**src/rtl/gfx_pkg.sv**
```systemverilog
// Shared graphics definitions: FSM state encoding, default raster geometry
// and coordinate/error widths used by the line, fill and blit engines.
package gfx_pkg;

  localparam int unsigned DEF_COORD_W       = 16;
  localparam int unsigned DEF_H_RES         = 640;
  localparam int unsigned DEF_V_RES         = 480;
  localparam int unsigned DEF_BYTES_PER_PIX = 2;

  // Bresenham coordinates and error term at the default coordinate width.
  typedef logic signed [DEF_COORD_W-1:0] coord_t;
  typedef logic signed [DEF_COORD_W+1:0] err_t;

  typedef enum logic [1:0] {
    S_IDLE  = 2'd0,
    S_SETUP = 2'd1,
    S_STEP  = 2'd2
  } state_t;

endpackage

```
**src/rtl/raster_addr_gen.sv**
```systemverilog
// Raster address generator.
// Purpose: flags whether (i_x,i_y) lies inside the visible raster
// (combinational) and registers its framebuffer byte address on i_load.
// Ports:
//   clk, rst_n      clock, async active-low reset
//   i_load          capture the address of (i_x,i_y)
//   i_x, i_y        signed pixel coordinates
//   o_on_screen     0<=x<H_RES && 0<=y<V_RES
//   o_addr          BASE_ADDR + (y*H_RES + x)*BYTES_PER_PIX, registered
module raster_addr_gen
  import gfx_pkg::*;
#(
  parameter int unsigned        COORD_W       = DEF_COORD_W,
  parameter int unsigned        H_RES         = DEF_H_RES,
  parameter int unsigned        V_RES         = DEF_V_RES,
  parameter int unsigned        ADDR_W        = 32,
  parameter logic [ADDR_W-1:0]  BASE_ADDR     = '0,
  parameter int unsigned        BYTES_PER_PIX = DEF_BYTES_PER_PIX
) (
  input  logic                      clk,
  input  logic                      rst_n,
  input  logic                      i_load,
  input  logic signed [COORD_W-1:0] i_x,
  input  logic signed [COORD_W-1:0] i_y,
  output logic                      o_on_screen,
  output logic [ADDR_W-1:0]         o_addr
);

  localparam logic [COORD_W:0] LP_H = (COORD_W+1)'(H_RES);
  localparam logic [COORD_W:0] LP_V = (COORD_W+1)'(V_RES);

  logic [ADDR_W-1:0] w_ux;
  logic [ADDR_W-1:0] w_uy;
  logic [ADDR_W-1:0] w_addr;

  // Sign bit rules out negatives; the remaining compare is then unsigned.
  always_comb begin
    o_on_screen = !i_x[COORD_W-1] && !i_y[COORD_W-1] &&
                  ({1'b0, i_x} < LP_H) && ({1'b0, i_y} < LP_V);
    w_ux   = ADDR_W'($unsigned(i_x));
    w_uy   = ADDR_W'($unsigned(i_y));
    w_addr = BASE_ADDR + (w_uy * ADDR_W'(H_RES) + w_ux) * ADDR_W'(BYTES_PER_PIX);
  end

  always_ff @(posedge clk or negedge rst_n) begin
    if (!rst_n) begin
      o_addr <= '0;
    end else if (i_load) begin
      o_addr <= w_addr;
    end
  end

endmodule

```
**src/rtl/line_raster_engine.sv**
```systemverilog
// Wireframe line rasteriser.
// Purpose: accepts a line command, walks it with all-octant integer
// Bresenham (endpoints inclusive) and emits one address/colour beat per
// on-screen pixel. Off-screen pixels are skipped one per cycle.
// Ports:
//   clk, rst_n                      clock, async active-low reset
//   cmd_valid/cmd_ready             command handshake
//   cmd_x0/y0/x1/y1, cmd_color      signed endpoints and line colour
//   px_valid/px_ready               pixel stream handshake
//   px_addr, px_data                framebuffer byte address and colour
//   busy, done, px_count            status: busy span, done pulse, beats sent
module line_raster_engine
  import gfx_pkg::*;
#(
  parameter int unsigned        COORD_W       = DEF_COORD_W,
  parameter int unsigned        H_RES         = DEF_H_RES,
  parameter int unsigned        V_RES         = DEF_V_RES,
  parameter int unsigned        PIX_W         = 16,
  parameter int unsigned        ADDR_W        = 32,
  parameter logic [ADDR_W-1:0]  BASE_ADDR     = '0,
  parameter int unsigned        BYTES_PER_PIX = DEF_BYTES_PER_PIX,
  parameter int unsigned        CNT_W         = 24
) (
  input  logic                      clk,
  input  logic                      rst_n,
  input  logic                      cmd_valid,
  output logic                      cmd_ready,
  input  logic signed [COORD_W-1:0] cmd_x0,
  input  logic signed [COORD_W-1:0] cmd_y0,
  input  logic signed [COORD_W-1:0] cmd_x1,
  input  logic signed [COORD_W-1:0] cmd_y1,
  input  logic [PIX_W-1:0]          cmd_color,
  output logic                      px_valid,
  input  logic                      px_ready,
  output logic [ADDR_W-1:0]         px_addr,
  output logic [PIX_W-1:0]          px_data,
  output logic                      busy,
  output logic                      done,
  output logic [CNT_W-1:0]          px_count
);

  localparam int unsigned EW = COORD_W + 2;

  state_t                    r_state;
  logic signed [COORD_W-1:0] r_x, r_y, r_x1, r_y1;
  logic signed [EW-1:0]      r_dx, r_dy, r_err;
  logic                      r_sx_neg, r_sy_neg;
  logic                      r_cmd_ready, r_px_valid, r_busy, r_done;
  logic [PIX_W-1:0]          r_color;
  logic [CNT_W-1:0]          r_count;

  logic signed [COORD_W:0]   w_ddx, w_ddy, w_adx, w_ady;
  logic signed [EW-1:0]      w_dx_init, w_dy_init, w_nerr;
  logic signed [EW:0]        w_e2;
  logic                      w_stepx, w_stepy, w_last, w_adv, w_load, w_on;
  logic signed [COORD_W-1:0] w_nx, w_ny, w_ax, w_ay;

  always_comb begin
    // Setup terms; r_x/r_y still hold the start point while in SETUP.
    w_ddx     = {r_x1[COORD_W-1], r_x1} - {r_x[COORD_W-1], r_x};
    w_ddy     = {r_y1[COORD_W-1], r_y1} - {r_y[COORD_W-1], r_y};
    w_adx     = w_ddx[COORD_W] ? -w_ddx : w_ddx;
    w_ady     = w_ddy[COORD_W] ? -w_ddy : w_ddy;
    w_dx_init = $signed({1'b0, w_adx});
    w_dy_init = -$signed({1'b0, w_ady});

    // Both decisions use e2 from the old error, so x and y may step together.
    w_e2    = {r_err, 1'b0};
    w_stepx = w_e2 >= $signed({r_dy[EW-1], r_dy});
    w_stepy = w_e2 <= $signed({r_dx[EW-1], r_dx});
    w_nerr  = r_err + (w_stepx ? r_dy : '0) + (w_stepy ? r_dx : '0);
    w_nx    = w_stepx ? (r_sx_neg ? r_x - COORD_W'(1) : r_x + COORD_W'(1)) : r_x;
    w_ny    = w_stepy ? (r_sy_neg ? r_y - COORD_W'(1) : r_y + COORD_W'(1)) : r_y;

    w_last  = (r_x == r_x1) && (r_y == r_y1);
    // A clipped pixel has px_valid low and so advances without a handshake.
    w_adv   = (r_state == S_STEP) && (!r_px_valid || px_ready);
    // Address of the pixel about to be presented: the start point in SETUP,
    // the successor of the current pixel on a STEP advance.
    w_ax    = (r_state == S_STEP) ? w_nx : r_x;
    w_ay    = (r_state == S_STEP) ? w_ny : r_y;
    w_load  = (r_state == S_SETUP) || (w_adv && !w_last);
  end

  raster_addr_gen #(
    .COORD_W       (COORD_W),
    .H_RES         (H_RES),
    .V_RES         (V_RES),
    .ADDR_W        (ADDR_W),
    .BASE_ADDR     (BASE_ADDR),
    .BYTES_PER_PIX (BYTES_PER_PIX)
  ) u_addr_gen (
    .clk         (clk),
    .rst_n       (rst_n),
    .i_load      (w_load),
    .i_x         (w_ax),
    .i_y         (w_ay),
    .o_on_screen (w_on),
    .o_addr      (px_addr)
  );

  always_ff @(posedge clk or negedge rst_n) begin
    if (!rst_n) begin
      r_state     <= S_IDLE;
      r_x         <= '0;
      r_y         <= '0;
      r_x1        <= '0;
      r_y1        <= '0;
      r_dx        <= '0;
      r_dy        <= '0;
      r_err       <= '0;
      r_sx_neg    <= 1'b0;
      r_sy_neg    <= 1'b0;
      r_cmd_ready <= 1'b1;
      r_px_valid  <= 1'b0;
      r_busy      <= 1'b0;
      r_done      <= 1'b0;
      r_color     <= '0;
      r_count     <= '0;
    end else begin
      r_done <= 1'b0;
      case (r_state)
        S_IDLE: begin
          if (cmd_valid && r_cmd_ready) begin
            r_x         <= cmd_x0;
            r_y         <= cmd_y0;
            r_x1        <= cmd_x1;
            r_y1        <= cmd_y1;
            r_color     <= cmd_color;
            r_count     <= '0;
            r_busy      <= 1'b1;
            r_cmd_ready <= 1'b0;
            r_state     <= S_SETUP;
          end else begin
            r_cmd_ready <= 1'b1;
          end
        end
        S_SETUP: begin
          r_dx       <= w_dx_init;
          r_dy       <= w_dy_init;
          r_err      <= w_dx_init + w_dy_init;
          r_sx_neg   <= !(r_x < r_x1);
          r_sy_neg   <= !(r_y < r_y1);
          r_px_valid <= w_on;
          r_state    <= S_STEP;
        end
        S_STEP: begin
          if (w_adv) begin
            if (r_px_valid && (r_count != '1)) begin
              r_count <= r_count + CNT_W'(1);
            end
            if (w_last) begin
              r_done     <= 1'b1;
              r_busy     <= 1'b0;
              r_px_valid <= 1'b0;
              r_state    <= S_IDLE;
            end else begin
              r_x        <= w_nx;
              r_y        <= w_ny;
              r_err      <= w_nerr;
              r_px_valid <= w_on;
            end
          end
        end
        default: r_state <= S_IDLE;
      endcase
    end
  end

  assign cmd_ready = r_cmd_ready;
  assign px_valid  = r_px_valid;
  assign px_data   = r_color;
  assign busy      = r_busy;
  assign done      = r_done;
  assign px_count  = r_count;

endmodule
```
**config.mk**
```make
export PLATFORM = sky130hd
export DESIGN_NAME = line_raster_engine
export DESIGN_NICKNAME = d
export VERILOG_FILES = /design/src/rtl/gfx_pkg.sv /design/src/rtl/raster_addr_gen.sv /design/src/rtl/line_raster_engine.sv
export SDC_FILE = /design/constraint.sdc
export NUM_CORES = 1
export LEC_CHECK = 0
export ABC_AREA = 1
export BUFFER_PORTS_ARGS = -buffer_cell sky130_fd_sc_hd__buf_2
export CAP_MARGIN = 20
export CORE_ASPECT_RATIO = 0.8
export CORE_MARGIN = 5
export CORE_UTILIZATION = 45
export DETAILED_ROUTE_END_ITERATION = 8
export GPL_TIMING_DRIVEN = 1
export PLACE_DENSITY_LB_ADDON = 0.15
export SYNTH_ARGS = -nofsm -noshare
export SYNTH_HDL_FRONTEND = slang
export SYNTH_SLANG_ARGS = --single-unit
```
**constraint.sdc**
```tcl
create_clock -name clk -period 5.5 [get_ports clk]
set_input_delay 0.825 -clock clk [delete_from_list [all_inputs] [get_ports clk]]
set_output_delay 0.825 -clock clk [all_outputs]
set_load 0.005 [all_outputs]
```
==> out/qor.csv <==
stage,metric,value,unit
run_status,status,"finished, final reports clean",
power,Comb pwr share,0.024,
routing,vias,16800,
power,Overall Power,2730,µW
timing,post-route clock period utilization,0.927,
routing,post-DR wirelength/cell,16.8,µm
power,P_int,2090,µW
logic_synthesis,Synth Flop Type,dfrtp_1,
power,VDD IR max,0.000187,V
global_routing,first-pass GRT wire length,84200,µm
floorplan,full die area,42500,µm²
power,Sw Ratio,0.235,
finish,Ant. Diodes,0,
clocking,root buf cell,clkbuf_16,
logic_synthesis,post-synthesis cell type count,58,
finish,layout cells sized above 1,0.114,
timing,setup ws final,0.403,ns
place,Final HPWL DP,41100,µm
clocking,Clock Latency Late Sink,0.48,ns
floorplan,row cnt,64,
place,Placer Congestion,0.976,
floorplan,die width,229,µm
clocking,Max Buffers Root-to-Sink,2,
finish,"most common cell after layout, fill and taps aside",nand2_1,
floorplan,Ports,160,
floorplan,CORE AREA,38100,µm²
worst_hold_path,Min-Delay Path Class,in2async,
job,maxcap violations,0,
clocking,H-tree levels,4,
global_routing,All-Layer GR Usage,0.246,
worst_setup_path,WS Path Type,reg2reg,
timing,clock skew,0.0169,ns
finish,"commonest cells after routing, fill and taps aside","nand2_1 (672), inv_1 (306), a21oi_1 (199)",
timing,Final Max Slew Viols,0,
logic_synthesis,Mapped Cells,2489,
routing,WL final,52800,µm
worst_setup_path,endpoint class of the critical path,flop,
logic_synthesis,Netlist Area Pre-Place,17300,µm²
timing,Slew HR,0.322,
finish,FF/Latch Area,4810,µm²
global_routing,antenna violations before repair,0,
finish,footprint of the multi-input gates,11100,µm²
logic_synthesis,count of flip-flops with a built-in enable after synthesis,0,
finish,synthesis-to-layout area growth,11.8,%
worst_setup_path,"Arr. time, crit path",5.41,ns
clocking,hold-fix buffer count after cts,0,
finish,filler cell count,3884,
timing,endpoints failing setup,0,
finish,nets@finish,2909,
floorplan,Starting Density,0.454,
clocking,Worst-path clk slew,0.08,ns
routing,Iter 0 DRT Violations,1566,
routing,Residual DRC,0,
logic_synthesis,"FF+latch count, synth",192,
worst_setup_path,crit path max fanout,17,
timing,Fmax,196,MHz
timing,minimum clock period,5.10,ns
global_routing,vias in the first global route,15700,
worst_setup_path,Critical Path RT,5.81,ns
global_routing,pin count of the biggest net entering global routing,103,
worst_setup_path,"most used cell, CP",nand2_1,
logic_synthesis,syn avg cell area,6.95,µm²
routing,Post-DRT Antenna Nets,0,
place,pre-CTS WS,0.219,ns
finish,Final Instance Area,19300,µm²
power,P_sw,642,µW
logic_synthesis,yosys warns,0,
clocking,CTS tree,built,
timing,final hold viol count,0,
place,Placed Area,18700,µm²
clocking,total CTS buffers,17,
global_routing,total grt overflow,0,
power,PwrDens,141,nW/µm²
routing,Vias/cell,5.35,
power,Sequential Power Share,0.517,
routing,DR pass1 iterations,5,
place,Port-buffer cells,154,
worst_setup_path,"Slowest-stage cell, CP",fa_2,
worst_setup_path,CP peak stage delay,0.51,ns
worst_setup_path,Setup crit start kind,flop,
timing,Slew @ Worst Pin,1.01,ns
power,leak pwr,0.0104,µW
logic_synthesis,Async SR Flop Fraction,1.00,
power,Clk pwr share,0.459,
floorplan,Die Y-Extent,185,µm
timing,worst hold-check slack,0.455,ns
clocking,Sink Count,192,
logic_synthesis,part of the Yosys area used for sequential elements,0.278,
-- power groups by stage --
stage | logic, µW | clock network [µW] | registers (µW)
final | 64.5 | 1250 | 1410
after global placement | 66.1 | 0 | 1440
after detailed placement | 66.9 | 0 | 1440
after global routing | 74.8 | 1340 | 1410
after CTS | 67.3 | 1280 | 1410
after floorplan | 3.86 | 0 | 1440
-- routing by layer --
| layer | track usage | up-vias | wire length [µm] |
|---|---|---|---|
| met4 | 0.0517 | 0 | 803 |
| met2 | 0.359 | 511 | 21600 |
| met3 | 0.0539 | 41 | 3930 |
| met1 | 0.375 | 7786 | 26400 |
| li1 | - | 8464 | - |
| met5 | 0 | - | 0 |
-- sequential cells by signal, indices dropped and copies added, names as in the netlist, 2 cells and up --
name	cells
r_y1	16
px_data	16
r_state	2
r_x1	16
r_y	16
px_count	24
r_dy	18
r_err	18
u_addr_gen.o_addr	27
r_x	16
r_dx	17
-- critical path: cells and delay by family (launching register included) --
kind,cells,cell delay (ns)
fa+ha+maj,5,1.68
simple gates,11,1.08
compound gates,7,1.04
flops,1,0.43
buf+inv,5,0.40
xor+xnor,1,0.28
-- cells in the mapped netlist (3+ instances only) --
master,count,area share
nor2_1,191,0.041
or2_2,8,0.0029
o211ai_1,13,0.0056
nor3_1,39,0.011
o21ai_0,162,0.047
fa_1,25,0.029
clkbuf_1,41,0.0089
a21o_1,11,0.0048
clkinv_1,4,0.00087
a211oi_1,9,0.0039
nand2_2,19,0.0069
inv_1,306,0.066
nand3b_1,5,0.0022
xnor2_1,35,0.018
nand4_1,27,0.0098
nor2_4,4,0.0026
xor2_1,60,0.030
nand3_2,4,0.0023
a22oi_1,28,0.012
and2_1,4,0.0014
nand2_4,4,0.0026
buf_4,8,0.0035
inv_2,13,0.0028
nor4_1,4,0.0014
dfrtp_1,191,0.28
nand3_1,148,0.043
a31oi_1,21,0.0076
nand2_1,672,0.15
o21ai_1,6,0.0017
buf_1,12,0.0026
o21bai_1,5,0.0022
o31ai_1,8,0.0035
ha_1,166,0.12
a21oi_1,200,0.058
nor3b_1,3,0.0013
nor2_2,3,0.0011
-- path summary, 6_finish.rpt --
kind / depth (start not counted) / to / slack [ns] / start
setup / recovery: 29 / u_addr_gen.o_addr[21] / 0.40 / r_err[13]
hold / removal: 1 / u_addr_gen.o_addr[27] / 0.45 / rst_n
setup reg to reg: 29 / u_addr_gen.o_addr[21] / 0.40 / r_err[13]
hold reg to reg: 2 / px_data[11] / 0.48 / px_data[11]
max in group asynchronous: 2 / px_count[11] / 3.72 / rst_n
min in group clk: 2 / px_data[11] / 0.48 / px_data[11]
-- through the flow --
stage | instances | setup TNS (ns) | util
floorplan | 2493 | 0 | -
global placement | 3106 | 0 | 0.490
detailed placement | 3106 | 0 | 0.490
CTS | 3138 | 0 | 0.504
global route | 3142 | -0.0223 | 0.507
finish | 3142 | 0 | 0.507
-- cells by family (layout without fill, tap and decap cells) --
logic type / Yosys count / after routing / synth area share
DFF: 192 / 192 / 0.278
and+or+nand+nor: 1142 / 1142 / 0.282
AOI/OAI and AO/OA: 479 / 479 / 0.154
xor gates and xnor gates: 97 / 97 / 0.0500
adders and majority gates: 191 / 191 / 0.149
other: 1 / 5 / 0.000217
buffers and inverters: 387 / 541 / 0.0872
-- final cells by class --
class / instances / share of cell area
flip-flops and latches: 192 / 0.249
inverters: 323 / 0.0627
multi-input cells: 1914 / 0.574
clock buffers: 25 / 0.0246
clock inverters: 7 / 0.00395
well taps: 495 / 0.0320
repair buffers: 186 / 0.0543
-- timing repair --
item,in CTS,in global routing
gates resized for setup,0,27
setup buffers,0,3
hold endpoints to repair,0,0
setup endpoints to repair,0,11
Note: power is estimated with default switching activity, not from simulation.
